$ cat config.mk
export PLATFORM = sky130hd
export DESIGN_NAME = uart_rx_deframer
export DESIGN_NICKNAME = d
export VERILOG_FILES = /design/src/rtl/uart_rx_deframer_pkg.sv /design/src/rtl/uart_rx_deframer_baud_tick.sv /design/src/rtl/uart_rx_deframer.sv
export SDC_FILE = /design/constraint.sdc
export NUM_CORES = 1
export LEC_CHECK = 0
export CAP_MARGIN = 20
export CORE_MARGIN = 5
export CORE_UTILIZATION = 35
export CTS_BUF_LIST = sky130_fd_sc_hd__clkbuf_8
export DETAILED_ROUTE_END_ITERATION = 10
export PLACE_DENSITY_LB_ADDON = 0.05
export SETUP_SLACK_MARGIN = 0.05
export SLEW_MARGIN = 20
export SYNTH_ARGS = -nofsm -noshare
export SYNTH_HDL_FRONTEND = slang
export SYNTH_SLANG_ARGS = --single-unit
$ cat constraint.sdc
create_clock -name clk -period 2.3 [get_ports clk]
set_input_delay 0.46 -clock clk [delete_from_list [all_inputs] [get_ports clk]]
set_output_delay 0.46 -clock clk [all_outputs]
set_load 0.03 [all_outputs]
$ cat src/rtl/uart_rx_deframer_pkg.sv
// Shared types, default line constants and parity helper for the UART receive path.
package uart_rx_deframer_pkg;

  localparam int unsigned CLKRATE_DEF     = 614400;
  localparam int unsigned BAUD_DEF        = 9600;
  localparam int unsigned WORD_LENGTH_DEF = 8;
  localparam int unsigned OVERSAMPLE_DEF  = 16;
  localparam int unsigned PAR_MAX_W       = 32;

  typedef enum logic [2:0] {
    RX_IDLE,
    RX_START,
    RX_DATA,
    RX_PARITY,
    RX_STOP,
    RX_BRK_WAIT
  } rx_state_t;

  // XOR reduction; a word plus its even-parity bit reduces to 0.
  function automatic logic even_parity(input logic [PAR_MAX_W-1:0] v);
    return ^v;
  endfunction

endpackage

$ cat src/rtl/uart_rx_deframer_baud_tick.sv
// Free-running oversample tick: one-clk pulse every CLKRATE/(BAUD*OVERSAMPLE) clocks.
module uart_rx_deframer_baud_tick #(
  parameter int unsigned CLKRATE    = 614400,
  parameter int unsigned BAUD       = 9600,
  parameter int unsigned OVERSAMPLE = 16
) (
  input  logic clk,
  input  logic rst,
  output logic tick
);

  localparam int unsigned DIV = CLKRATE / (BAUD * OVERSAMPLE);
  localparam int unsigned CW  = (DIV > 1) ? $clog2(DIV) : 1;

  logic [CW-1:0] div_cnt_q, div_cnt_d;
  logic          tick_q, tick_d;

  // Divider wrap; tick_q is high exactly while div_cnt_q sits at DIV-1.
  always_comb begin
    div_cnt_d = div_cnt_q + CW'(1);
    if (div_cnt_q == CW'(DIV - 1)) div_cnt_d = '0;
    tick_d = (div_cnt_d == CW'(DIV - 1));
  end

  // Divider state registers.
  always_ff @(posedge clk or negedge rst) begin
    if (!rst) begin
      div_cnt_q <= '0;
      tick_q    <= 1'b0;
    end else begin
      div_cnt_q <= div_cnt_d;
      tick_q    <= tick_d;
    end
  end

  assign tick = tick_q;

endmodule

$ cat src/rtl/uart_rx_deframer.sv
// UART receiver: synchronise, mid-bit sample, deframe and hold the word until acked.
module uart_rx_deframer
  import uart_rx_deframer_pkg::*;
#(
  parameter int unsigned CLKRATE     = CLKRATE_DEF,
  parameter int unsigned BAUD        = BAUD_DEF,
  parameter int unsigned WORD_LENGTH = WORD_LENGTH_DEF,
  parameter int unsigned OVERSAMPLE  = OVERSAMPLE_DEF,
  parameter int unsigned PARITY_EN   = 0
) (
  input  logic                   clk,
  input  logic                   rst,
  input  logic                   UART_Rx_IN,
  input  logic                   Rx_ACK,
  output logic [WORD_LENGTH-1:0] Rx_DATA,
  output logic                   Rx_VALID,
  output logic                   Rx_PARITY_ERR,
  output logic                   Rx_FRAME_ERR,
  output logic                   Rx_OVERRUN,
  output logic                   UART_Rx_BUSY
);

  localparam int unsigned SW = $clog2(OVERSAMPLE);
  localparam int unsigned BW = $clog2(WORD_LENGTH + 1);

  logic                   tick;
  logic [1:0]             sync_q;
  logic                   line;
  rx_state_t              state_q, state_d;
  logic [SW-1:0]          s_cnt_q, s_cnt_d;
  logic [BW-1:0]          bit_cnt_q, bit_cnt_d;
  logic [WORD_LENGTH-1:0] shift_q, shift_d;
  logic                   perr_q, perr_d;
  logic                   ferr_q, ferr_d;
  logic                   deliver_q, deliver_d;
  logic [WORD_LENGTH-1:0] data_q, data_d;
  logic                   valid_q, valid_d;
  logic                   perr_o_q, perr_o_d;
  logic                   ferr_o_q, ferr_o_d;
  logic                   ovr_q, ovr_d;
  logic                   busy_q, busy_d;

  uart_rx_deframer_baud_tick #(
    .CLKRATE   (CLKRATE),
    .BAUD      (BAUD),
    .OVERSAMPLE(OVERSAMPLE)
  ) u_tick (
    .clk (clk),
    .rst (rst),
    .tick(tick)
  );

  assign line = sync_q[1];

  // Frame FSM (tick-paced) plus the valid/ack holding register.
  always_comb begin
    state_d   = state_q;
    s_cnt_d   = s_cnt_q;
    bit_cnt_d = bit_cnt_q;
    shift_d   = shift_q;
    perr_d    = perr_q;
    ferr_d    = ferr_q;
    deliver_d = 1'b0;
    data_d    = data_q;
    valid_d   = valid_q;
    perr_o_d  = perr_o_q;
    ferr_o_d  = ferr_o_q;
    ovr_d     = ovr_q;

    if (tick) begin
      unique case (state_q)
        RX_IDLE: begin
          if (!line) begin
            state_d = RX_START;
            s_cnt_d = '0;
            perr_d  = 1'b0;
          end
        end
        RX_START: begin
          if (s_cnt_q == SW'(OVERSAMPLE / 2 - 1)) begin
            s_cnt_d   = '0;
            bit_cnt_d = '0;
            state_d   = line ? RX_IDLE : RX_DATA;
          end else begin
            s_cnt_d = s_cnt_q + SW'(1);
          end
        end
        RX_DATA: begin
          if (s_cnt_q == SW'(OVERSAMPLE - 1)) begin
            shift_d   = {line, shift_q[WORD_LENGTH-1:1]};
            s_cnt_d   = '0;
            bit_cnt_d = bit_cnt_q + BW'(1);
            if (bit_cnt_q == BW'(WORD_LENGTH - 1)) begin
              state_d = (PARITY_EN != 0) ? RX_PARITY : RX_STOP;
            end
          end else begin
            s_cnt_d = s_cnt_q + SW'(1);
          end
        end
        RX_PARITY: begin
          if (s_cnt_q == SW'(OVERSAMPLE - 1)) begin
            perr_d  = even_parity(PAR_MAX_W'(shift_q)) ^ line;
            s_cnt_d = '0;
            state_d = RX_STOP;
          end else begin
            s_cnt_d = s_cnt_q + SW'(1);
          end
        end
        RX_STOP: begin
          if (s_cnt_q == SW'(OVERSAMPLE - 1)) begin
            ferr_d    = ~line;
            deliver_d = 1'b1;
            s_cnt_d   = '0;
            state_d   = line ? RX_IDLE : RX_BRK_WAIT;
          end else begin
            s_cnt_d = s_cnt_q + SW'(1);
          end
        end
        RX_BRK_WAIT: begin
          // Held-low line must return high before a new start is accepted.
          if (line) state_d = RX_IDLE;
        end
        default: state_d = RX_IDLE;
      endcase
    end

    if (deliver_q) begin
      if (!valid_q || Rx_ACK) begin
        data_d   = shift_q;
        perr_o_d = perr_q;
        ferr_o_d = ferr_q;
        valid_d  = 1'b1;
        if (Rx_ACK) ovr_d = 1'b0;
      end else begin
        ovr_d = 1'b1;
      end
    end else if (Rx_ACK && valid_q) begin
      valid_d  = 1'b0;
      ovr_d    = 1'b0;
      perr_o_d = 1'b0;
      ferr_o_d = 1'b0;
    end

    busy_d = (state_d != RX_IDLE);
  end

  // State and output registers; synchroniser resets to idle-high.
  always_ff @(posedge clk or negedge rst) begin
    if (!rst) begin
      sync_q    <= 2'b11;
      state_q   <= RX_IDLE;
      s_cnt_q   <= '0;
      bit_cnt_q <= '0;
      shift_q   <= '0;
      perr_q    <= 1'b0;
      ferr_q    <= 1'b0;
      deliver_q <= 1'b0;
      data_q    <= '0;
      valid_q   <= 1'b0;
      perr_o_q  <= 1'b0;
      ferr_o_q  <= 1'b0;
      ovr_q     <= 1'b0;
      busy_q    <= 1'b0;
    end else begin
      sync_q    <= {sync_q[0], UART_Rx_IN};
      state_q   <= state_d;
      s_cnt_q   <= s_cnt_d;
      bit_cnt_q <= bit_cnt_d;
      shift_q   <= shift_d;
      perr_q    <= perr_d;
      ferr_q    <= ferr_d;
      deliver_q <= deliver_d;
      data_q    <= data_d;
      valid_q   <= valid_d;
      perr_o_q  <= perr_o_d;
      ferr_o_q  <= ferr_o_d;
      ovr_q     <= ovr_d;
      busy_q    <= busy_d;
    end
  end

  assign Rx_DATA       = data_q;
  assign Rx_VALID      = valid_q;
  assign Rx_PARITY_ERR = perr_o_q;
  assign Rx_FRAME_ERR  = ferr_o_q;
  assign Rx_OVERRUN    = ovr_q;
  assign UART_Rx_BUSY  = busy_q;

endmodule

==> results of run 1 <==
==> final timing paths <==
path,startpoint,end,slack [ns]
setup / recovery,Rx_VALID$_DFFE_PN0P_,Rx_VALID,0.41
hold / removal,rst,Rx_FRAME_ERR$_DFFE_PN0P_,0.07
setup reg to reg,state_q[0]$_DFF_PN0_,s_cnt_q[3]$_DFFE_PN0P_,0.42
hold reg to reg,sync_q[0]$_DFF_PN1_,sync_q[1]$_DFF_PN1_,0.36
max in group asynchronous,rst,sync_q[1]$_DFF_PN1_,1.53
min in group clk,sync_q[0]$_DFF_PN1_,sync_q[1]$_DFF_PN1_,0.36
==> area by class of cell <==
cell class | instances | area (um2)
Clock buffer | 6 | 82.6
Clock inverter | 2 | 11.3
Fill cell | 545 | 3210
Inverter | 8 | 30.0
Multi-Input combinational cell | 123 | 863
Sequential cell | 40 | 1000
Tap cell | 72 | 90.1
Timing Repair Buffer | 20 | 185
==> synth_stat cells (2+ instances only) <==
master    instances  area (um2)
inv_1             8        30.0
nor2b_1           3        18.8
nand2b_1          6        37.5
a21oi_1           4        20.0
dfstp_2           2        52.6
o21ai_0          17        85.1
nand2_1          14        52.6
clkbuf_1          2        7.51
xnor2_1           7        61.3
o22ai_1           2        12.5
a21o_1            3        22.5
mux2_2           16         180
nor2_1            6        22.5
ha_1              4        50.1
mux2i_1           4        40.0
o31ai_1           2        15.0
a31oi_1           4        25.0
and3_1            2        12.5
and3b_1           2        17.5
buf_2             6        30.0
a32oi_1           2        17.5
nand3_1           7        35.0
dfrtp_1          38         951
nor3_1            4        20.0
==> flip-flops by register name (all words and copies together) (netlist names), 2 cells and up <==
signal	count
sync_q	2
Rx_DATA	8
shift_q	8
u_tick.div_cnt_q	2
bit_cnt_q	4
s_cnt_q	4
state_q	3
==> logic make-up after synthesis <==
family          after synthesis
mux                          20
compound gates               42
flops                        40
xor+xnor                      8
buf+inv                      18
simple gates                 49
fa+ha+maj                     4
==> routing by layer <==
| metal | vias to the layer above | wire (um) | part of all wire [%] |
|---|---|---|---|
| met5 | - | 0 | 0 |
| met1 | 676 | 1840 | 47 |
| li1 | 680 | - | - |
| met2 | 26 | 1830 | 47 |
| met4 | 0 | 83 | 2.1 |
| met3 | 9 | 141 | 3.6 |
==> worst reg2reg max path: stages (launching register included) <==
cell and delay, ns:
dfrtp_1 0.56, o21ai_0 0.36, nand3_1 0.25, or3_1 0.42, a21oi_1 0.14, a21o_1 0.10
==> power by group through the flow <==
stage	logic (mW)	clock network [mW]	registers, mW
2_1_floorplan	0.429	0	0.877
3_3_place_gp	0.488	0	0.937
3_5_place_dp	0.502	0	0.942
4_1_cts	0.505	0.491	0.928
5_1_grt	0.572	0.522	0.950
6_report	0.503	0.468	0.930
==> per-stage QoR <==
step / worst slack (ns) / total power [mW]
5_1_grt: 0.239 / 2.04
6_report: 0.412 / 1.90
3_3_place_gp: 0.429 / 1.43
2_1_floorplan: 0.555 / 1.31
3_5_place_dp: 0.378 / 1.44
4_1_cts: 0.396 / 1.92
==> results.yml, run 1 <==
grt:
  use_met2_pct: 18.9
  first_global_vias: 1422
  gr-total-overflow: 0
  antenna_found_initial: 0
  top_usage_layer: "met2"
  grt_usage_pct: 11.9
  use_met3_pct: 3.14
  grt_max_degree: 27
  grt_pass1_wl_um: 6890
  grtUsageMet1_pct: 15.4
yosys:
  synth.net_count: 189
  synth_simple_gate_area_share_pct: 13.2
  ys_ff_latch: 40
  synth_xor_area_share_pct: 3.60
  muxShareOfSynthArea_pct: 11.3
  synth_top_family_by_area: "compound AO/OA/AOI/OAI gates"
  synth_ff_type: "dfrtp_1"
  synth-compound-area-share_pct: 13.7
  async_flop_share_pct: 100
  yosys_warnings: 0
  syn_avg_cell_area_um2: 10.8
  netlist_instances: 181
  synth_cell_types: 40
  synth_edf_count: 0
  netlist_area_um2: 1950
  yosysSeqAreaShare_pct: 51.5
  synthAdderAreaFrac_pct: 2.57
setup_path:
  crit_path_cell_trace: "clkdlybuf4s50_1"
  arrival_ns: 1.43
  cp_top_family: "buffers and inverters"
  cp.depth: 1
  crit_fanout: 7
  rr_worst_depth: 5
  critPathBufInv: 1
  cp_data_required_time_ns: 1.84
  crit_slowest_cell: "clkdlybuf4s50_1"
  worstSetupPathType: "reg -> out"
  start_kind: "register"
  end_kind: "output port"
  cpPeakStageDelay_ns: 0.71
floorplanning:
  initial_core_util_pct: 35.6
  core-area_um2: 5470
  die_y_um: 84.6
  die_w_um: 84.6
  dieArea_um2: 7150
  num_rows: 27
  pin_count: 17
place:
  portBuffers: 16
  dp_hpwl_um: 2940
  placedCellCount: 263
  gp_congestion: 0.773
  dpl_cell_area_um2: 2170
outcome:
  status: "complete, no violations"
clock_tree:
  cts.clk_slew.worst_paths_ns: 0.07
  clock-sinks: 40
  cts_max_path_buffers: 2
  cts_hold_buf: 0
  h-tree-depth: 2
  cts.repair.resized: 0
  cts_setup_buffers: 0
  cts_made_buffers: 5
  clk_latency_ns: 0.28
  clockRootBuffer: "clkbuf_8"
  cts_tree: "built"
pwr:
  pwr-share-clk_pct: 24.6
  p_seq_share_pct: 48.9
  p_comb_share_pct: 26.5
  p_switching_mw: 0.659
  p_per_area_nw_per_um2: 839
  vdd_drop_max_mv: 0.346
  internal-power_mw: 1.24
  p_leak_nw: 1.01
  switching_share_pct: 34.6
sta:
  finalClockSkew_ns: 0.00475
  setup_viol: 0
  setup_tns_ns: 0
  period_needed_ns: 1.89
  hold_ws_ns: 0.0697
  rsz0062_at_grt: "no"
  slew_headroom_pct: 67.4
  slew_violations: 0
  fin_crit_sh_pct: 82.1
  max_slew.worst_pin.slew_ns: 0.489
  hold_viol_final: 0
  max_freq_mhz: 530
routing:
  drc: 0
  vias: 1391
  totalWireLength_um: 3900
  wl_per_cell_um: 14.4
  drtPass1Iterations: 4
  drtAntennaViolNets: 0
  viasPerCell: 5.13
  drt_iter0_markers: 74
layout:
  fin_area_um2: 2270
  syn2layout_area_growth_pct: 16.4
  diodes: 0
  final_nets: 206
  layout_common_cells: "38 x dfrtp_1, 17 x o21ai_0, 16 x mux2_2"
  stdcell_count: 271
  final_common_cell: "dfrtp_1"
  drive_gt1_share_pct: 15.1
  fin_util_pct: 41.4
job:
  max_cap_violations: 0
worst_hold_path:
  hold_path.class: "in -> async"
Power figures use the tool's default switching activity.
==> inputs of run 2 (changes only) <==
==> constraint.sdc (replaced) <==
create_clock -name clk -period 1.7 [get_ports clk]
set_input_delay 0.34 -clock clk [delete_from_list [all_inputs] [get_ports clk]]
set_output_delay 0.34 -clock clk [all_outputs]
set_load 0.03 [all_outputs]
==> run 2 against run 1 <==
Net effect: register-to-register slack worse by 0.33 ns; largest cell class unchanged; sequential share of layout area fell by 4.3 points; critical path depth grew 4; non-clock buffer count rose by 20; highest routed layer unchanged; hold slack gained 0.29 ns; sequential power grew 29%; first-iteration DRC count grew 88%.
==> results.yml, run 2 (synthesis results as in run 1) <==
setup_path:
  crit_fanout: 2
  arrival_ns: 1.79
  cpPeakStageDelay_ns: 0.53
  critPathBufInv: 0
  crit_slowest_cell: "dfstp_2"
  end_kind: "register"
  start_kind: "register"
  crit_path_cell_trace: "or4b_4, and3_4, nand2_1, mux2i_1, a32o_1"
  worstSetupPathType: "reg -> reg"
  cp_top_family: "simple AND/OR/NAND/NOR gates"
  cp_data_required_time_ns: 1.89
clock_tree:
  clk_latency_ns: 0.29
  cts_made_buffers: 5
  clockRootBuffer: "clkbuf_8"
  cts.clk_slew.worst_paths_ns: 0.08
  clock-sinks: 40
  h-tree-depth: 2
  cts_tree: "built"
  cts_max_path_buffers: 2
routing:
  drt_iter0_markers: 139
  drc: 0
  drtAntennaViolNets: 0
  vias: 1490
  totalWireLength_um: 4130
  viasPerCell: 5.12
  drtPass1Iterations: 4
  wl_per_cell_um: 14.2
sta:
  slew_headroom_pct: 72.3
  hold_viol_final: 0
  setup_viol: 0
  fin_crit_sh_pct: 94.7
  fin_ws_ns: 0.0907
  hold_ws_ns: 0.364
  period_needed_ns: 1.61
  slew_violations: 0
  setup_tns_ns: 0
  max_slew.worst_pin.slew_ns: 0.416
  max_freq_mhz: 621
  rsz0062_at_grt: "yes"
  finalClockSkew_ns: 0.00830
layout:
  regArea_um2: 1000
  fin_util_pct: 45.9
  layout_common_cells: "37 x dfrtp_1, 20 x buf_4, 16 x mux2_2"
  final_common_cell: "dfrtp_1"
  fin_area_um2: 2510
  multiInputGateArea_um2: 915
  final_nets: 226
  nFillCells: 528
  diodes: 0
  drive_gt1_share_pct: 26.9
  syn2layout_area_growth_pct: 28.9
pwr:
  p_leak_nw: 1.17
  vdd_drop_max_mv: 0.461
  p_comb_share_pct: 35.7
  pwr-share-clk_pct: 25.1
  p_per_area_nw_per_um2: 1220
  switching_share_pct: 33.3
  p_seq_share_pct: 39.2
  internal-power_mw: 2.04
  p_switching_mw: 1.02
grt:
  grt_max_degree: 26
  grtUsageMet1_pct: 16.4
  grt_usage_pct: 12.1
  antenna_found_initial: 0
  use_met2_pct: 18.6
  first_global_vias: 1446
  use_met3_pct: 3.53
  gr-total-overflow: 0
  grt_pass1_wl_um: 7000
  top_usage_layer: "met2"
place:
  dpl_cell_area_um2: 2320
  gp_congestion: 0.829
  portBuffers: 16
  dp_slack_ns: 0.0376
  dp_hpwl_um: 2860
outcome:
  status: "complete, no violations"
floorplanning:
  die_y_um: 84.6
  pin_count: 17
  core-area_um2: 5470
  num_rows: 27
  initial_core_util_pct: 35.6
  die_w_um: 84.6
  dieArea_um2: 7150
job:
  max_cap_violations: 0
worst_hold_path:
  hold_path.class: "reg -> reg"
run 2: worst register-to-register path, cell delays in order (launching register included):
cell     delay, ns
dfstp_2       0.53
or4b_4        0.46
and3_4        0.19
nand2_1       0.06
mux2i_1       0.06
a32o_1        0.22
run 2: final timing paths:
path / start / end / slack (ns) / cells after the start
setup / recovery: sync_q[1]$_DFF_PN1_ / s_cnt_q[2]$_DFFE_PN0P_ / 0.09 / 5
setup reg to reg: sync_q[1]$_DFF_PN1_ / s_cnt_q[2]$_DFFE_PN0P_ / 0.09 / 5
hold / removal: sync_q[0]$_DFF_PN1_ / sync_q[1]$_DFF_PN1_ / 0.36 / 0
hold reg to reg: sync_q[0]$_DFF_PN1_ / sync_q[1]$_DFF_PN1_ / 0.36 / 0
min in group asynchronous: rst / s_cnt_q[0]$_DFFE_PN0P_ / 0.50 / 2
max in group asynchronous: rst / sync_q[0]$_DFF_PN1_ / 0.64 / 3
run 2: metrics by stage:
step	power, mW	std cells
after floorplan	1.77	181
after global placement	2.16	278
after detailed placement	2.17	278
after CTS	2.96	287
after global routing	3.27	291
final	3.06	291
run 2: cell type report:
class	instances	share of cell area, %
clock buffers	5	2.74
clock inverters	3	1.55
inverters	8	1.20
multi-input cells	123	36.4
flip-flops and latches	40	40.0
well taps	72	3.59
repair buffers	40	14.5
run 2: power groups by stage:
stage | combinational [mW] | sequential (mW) | clock, mW
floorplan | 0.584 | 1.19 | 0
global placement | 0.962 | 1.20 | 0
detailed placement | 0.965 | 1.20 | 0
CTS | 0.983 | 1.18 | 0.792
global route | 1.22 | 1.22 | 0.834
finish | 1.09 | 1.20 | 0.768
run 2: timing repair:
| action | in CTS | in global routing |
|---|---|---|
| buffers inserted | 0 | 4 |
| hold buffers | 1 | 0 |
| pin swaps | 2 | 7 |
| setup endpoints to repair | 16 | 17 |
| resized for setup | 13 | 16 |
| endpoints found under the hold margin | 14 | 0 |
run 2: layer usage:
| metal | part of all wire (%) | vias to the layer above |
|---|---|---|
| met5 | 0 | - |
| met2 | 48 | 42 |
| li1 | - | 720 |
| met4 | 1.4 | 0 |
| met1 | 46 | 722 |
| met3 | 4.6 | 6 |
==> inputs of run 3 (changes only) <==
--- a/config.mk
+++ b/config.mk
@@ -6,10 +6,13 @@
 export NUM_CORES = 1
 export LEC_CHECK = 0
 export CAP_MARGIN = 20
+export CELL_PAD_IN_SITES_DETAIL_PLACEMENT = 0
+export CELL_PAD_IN_SITES_GLOBAL_PLACEMENT = 1
 export CORE_MARGIN = 5
-export CORE_UTILIZATION = 35
+export CORE_UTILIZATION = 39
 export CTS_BUF_LIST = sky130_fd_sc_hd__clkbuf_8
 export DETAILED_ROUTE_END_ITERATION = 10
+export DONT_BUFFER_PORTS = 1
 export PLACE_DENSITY_LB_ADDON = 0.05
 export SETUP_SLACK_MARGIN = 0.05
 export SLEW_MARGIN = 20
==> run 3 against run 2 <==
Net effect: clock skew shrank 0.00089 ns; flip-flop and latch count is the same; critical path depth is the same; sequential power is essentially flat; final cell count shrank 9.3%; highest routed layer unchanged.
==> results.yml, run 3 (synthesis results as in run 1) <==
outcome:
  status: "complete, no violations"
setup_path:
  worstSetupPathType: "reg -> reg"
  arrival_ns: 1.83
  crit_fanout: 2
  end_kind: "register"
  cp_data_required_time_ns: 1.89
  start_kind: "register"
floorplanning:
  die_y_um: 80.7
  num_rows: 25
  die_w_um: 80.7
  dieArea_um2: 6510
  core-area_um2: 4790
  pin_count: 17
  initial_core_util_pct: 40.7
sta:
  setup_viol: 0
  slew_violations: 0
  rsz0062_at_grt: "yes"
  period_needed_ns: 1.65
  finalClockSkew_ns: 0.00741
  hold_viol_final: 0
  max_freq_mhz: 607
  fin_crit_sh_pct: 96.9
  slew_headroom_pct: 76.8
  max_slew.worst_pin.slew_ns: 0.345
routing:
  drtPass1Iterations: 4
  drc: 0
  viasPerCell: 5.30
  drtAntennaViolNets: 0
  totalWireLength_um: 3940
  wl_per_cell_um: 14.9
  vias: 1399
  drt_iter0_markers: 52
grt:
  first_global_vias: 1377
  antenna_found_initial: 0
  grt_pass1_wl_um: 6650
  grt_usage_pct: 13.5
  grt_max_degree: 41
  gr-total-overflow: 0
layout:
  final_common_cell: "dfrtp_1"
  diodes: 0
  layout_common_cells: "38 x dfrtp_1, 16 x o21ai_0, 16 x mux2_2"
  fin_util_pct: 47.5
  fin_area_um2: 2270
  final_nets: 204
  syn2layout_area_growth_pct: 16.8
  drive_gt1_share_pct: 25.4
pwr:
  p_per_area_nw_per_um2: 1210
  internal-power_mw: 1.77
  p_comb_share_pct: 33.0
  vdd_drop_max_mv: 0.595
  p_leak_nw: 1.02
  pwr-share-clk_pct: 22.6
  p_switching_mw: 0.989
  p_seq_share_pct: 44.3
  switching_share_pct: 35.9
clock_tree:
  cts_made_buffers: 5
  clk_latency_ns: 0.29
  cts.clk_slew.worst_paths_ns: 0.08
  cts_max_path_buffers: 2
  h-tree-depth: 2
  clockRootBuffer: "clkbuf_8"
  cts_tree: "built"
  clock-sinks: 40
place:
  dpl_cell_area_um2: 2070
  portBuffers: 0
  dp_hpwl_um: 2670
  gp_congestion: 0.831
worst_hold_path:
  hold_path.class: "in -> reg"
job:
  max_cap_violations: 0
[run 3: changes by cell type in the layout (fill, tap and decap cells not counted), moves of 2 or more]
cell,previous run,this run
dlygate4sd2_1,12,0
clkdlybuf4s50_1,2,0
o21ai_0,11,16
o21ai_1,6,1
buf_12,3,1
buf_4,20,15
[run 3: timing repair]
| action | 4_1_cts | 5_1_grt |
|---|---|---|
| hold buffers | 2 | 0 |
| pin swaps | 0 | 8 |
| endpoints found under the hold margin | 40 | 0 |
| setup buffers | 0 | 5 |
| setup endpoints to repair | 2 | 15 |
| resized for setup | 3 | 8 |
[run 3: area by class of cell]
class                           instances  area [um2]
Fill cell                             451        2510
Sequential cell                        40        1000
Multi-Input combinational cell        123         913
Timing Repair Buffer                   18         154
Tap cell                               67        83.8
Clock buffer                            5        68.8
Inverter                                8        30.0
Clock inverter                          3        20.0
[run 3: worst paths after layout]
kind | from | endpoint | slack, ns | depth (start not counted)
setup / recovery | sync_q[1]$_DFF_PN1_ | s_cnt_q[2]$_DFFE_PN0P_ | 0.05 | 5
hold / removal | UART_Rx_IN | sync_q[0]$_DFF_PN1_ | 0.04 | 0
setup reg to reg | sync_q[1]$_DFF_PN1_ | s_cnt_q[2]$_DFFE_PN0P_ | 0.05 | 5
hold reg to reg | sync_q[0]$_DFF_PN1_ | sync_q[1]$_DFF_PN1_ | 0.36 | 0
max in group asynchronous | rst | sync_q[1]$_DFF_PN1_ | 0.93 | 2
min in group asynchronous | rst | UART_Rx_BUSY$_DFF_PN0_ | 0.49 | 2
[run 3: metrics by stage]
step | worst slack (ns) | std cells | hold WS (ns) | power [mW] | TNS (ns)
floorplan | -0.0157 | 181 | 0.0444 | 1.77 | -0.0157
finish | 0.0524 | 264 | 0.0422 | 2.76 | 0
detailed placement | 0.0335 | 249 | 0.0455 | 1.99 | 0
CTS | 0.0401 | 259 | 0.0286 | 2.68 | 0
global placement | 0.0647 | 249 | 0.0455 | 1.98 | 0
global route | -0.0423 | 264 | 0.0179 | 2.96 | -0.0808
[run 3: power groups by stage]
stage,registers (mW),clock network [mW],logic [mW]
finish,1.22,0.624,0.911
global route,1.24,0.697,1.02
CTS,1.21,0.653,0.817
detailed placement,1.23,0,0.764
global placement,1.22,0,0.758
floorplan,1.19,0,0.584
[run 3: routing by layer]
metal / wire (um) / share of wire (%) / track usage, %
met2: 1880 / 48 / 20.0
met4: 55 / 1.4 / 6.59
met1: 1860 / 47 / 17.5
met3: 146 / 3.7 / 4.37
met5: 0 / 0 / 0
[run 3: critical path: stages (launching register included)]
cell and delay, ns:
dfstp_2 0.53, or4b_4 0.45, and3_4 0.20, nand2_2 0.05
mux2i_1 0.06, a32o_1 0.26
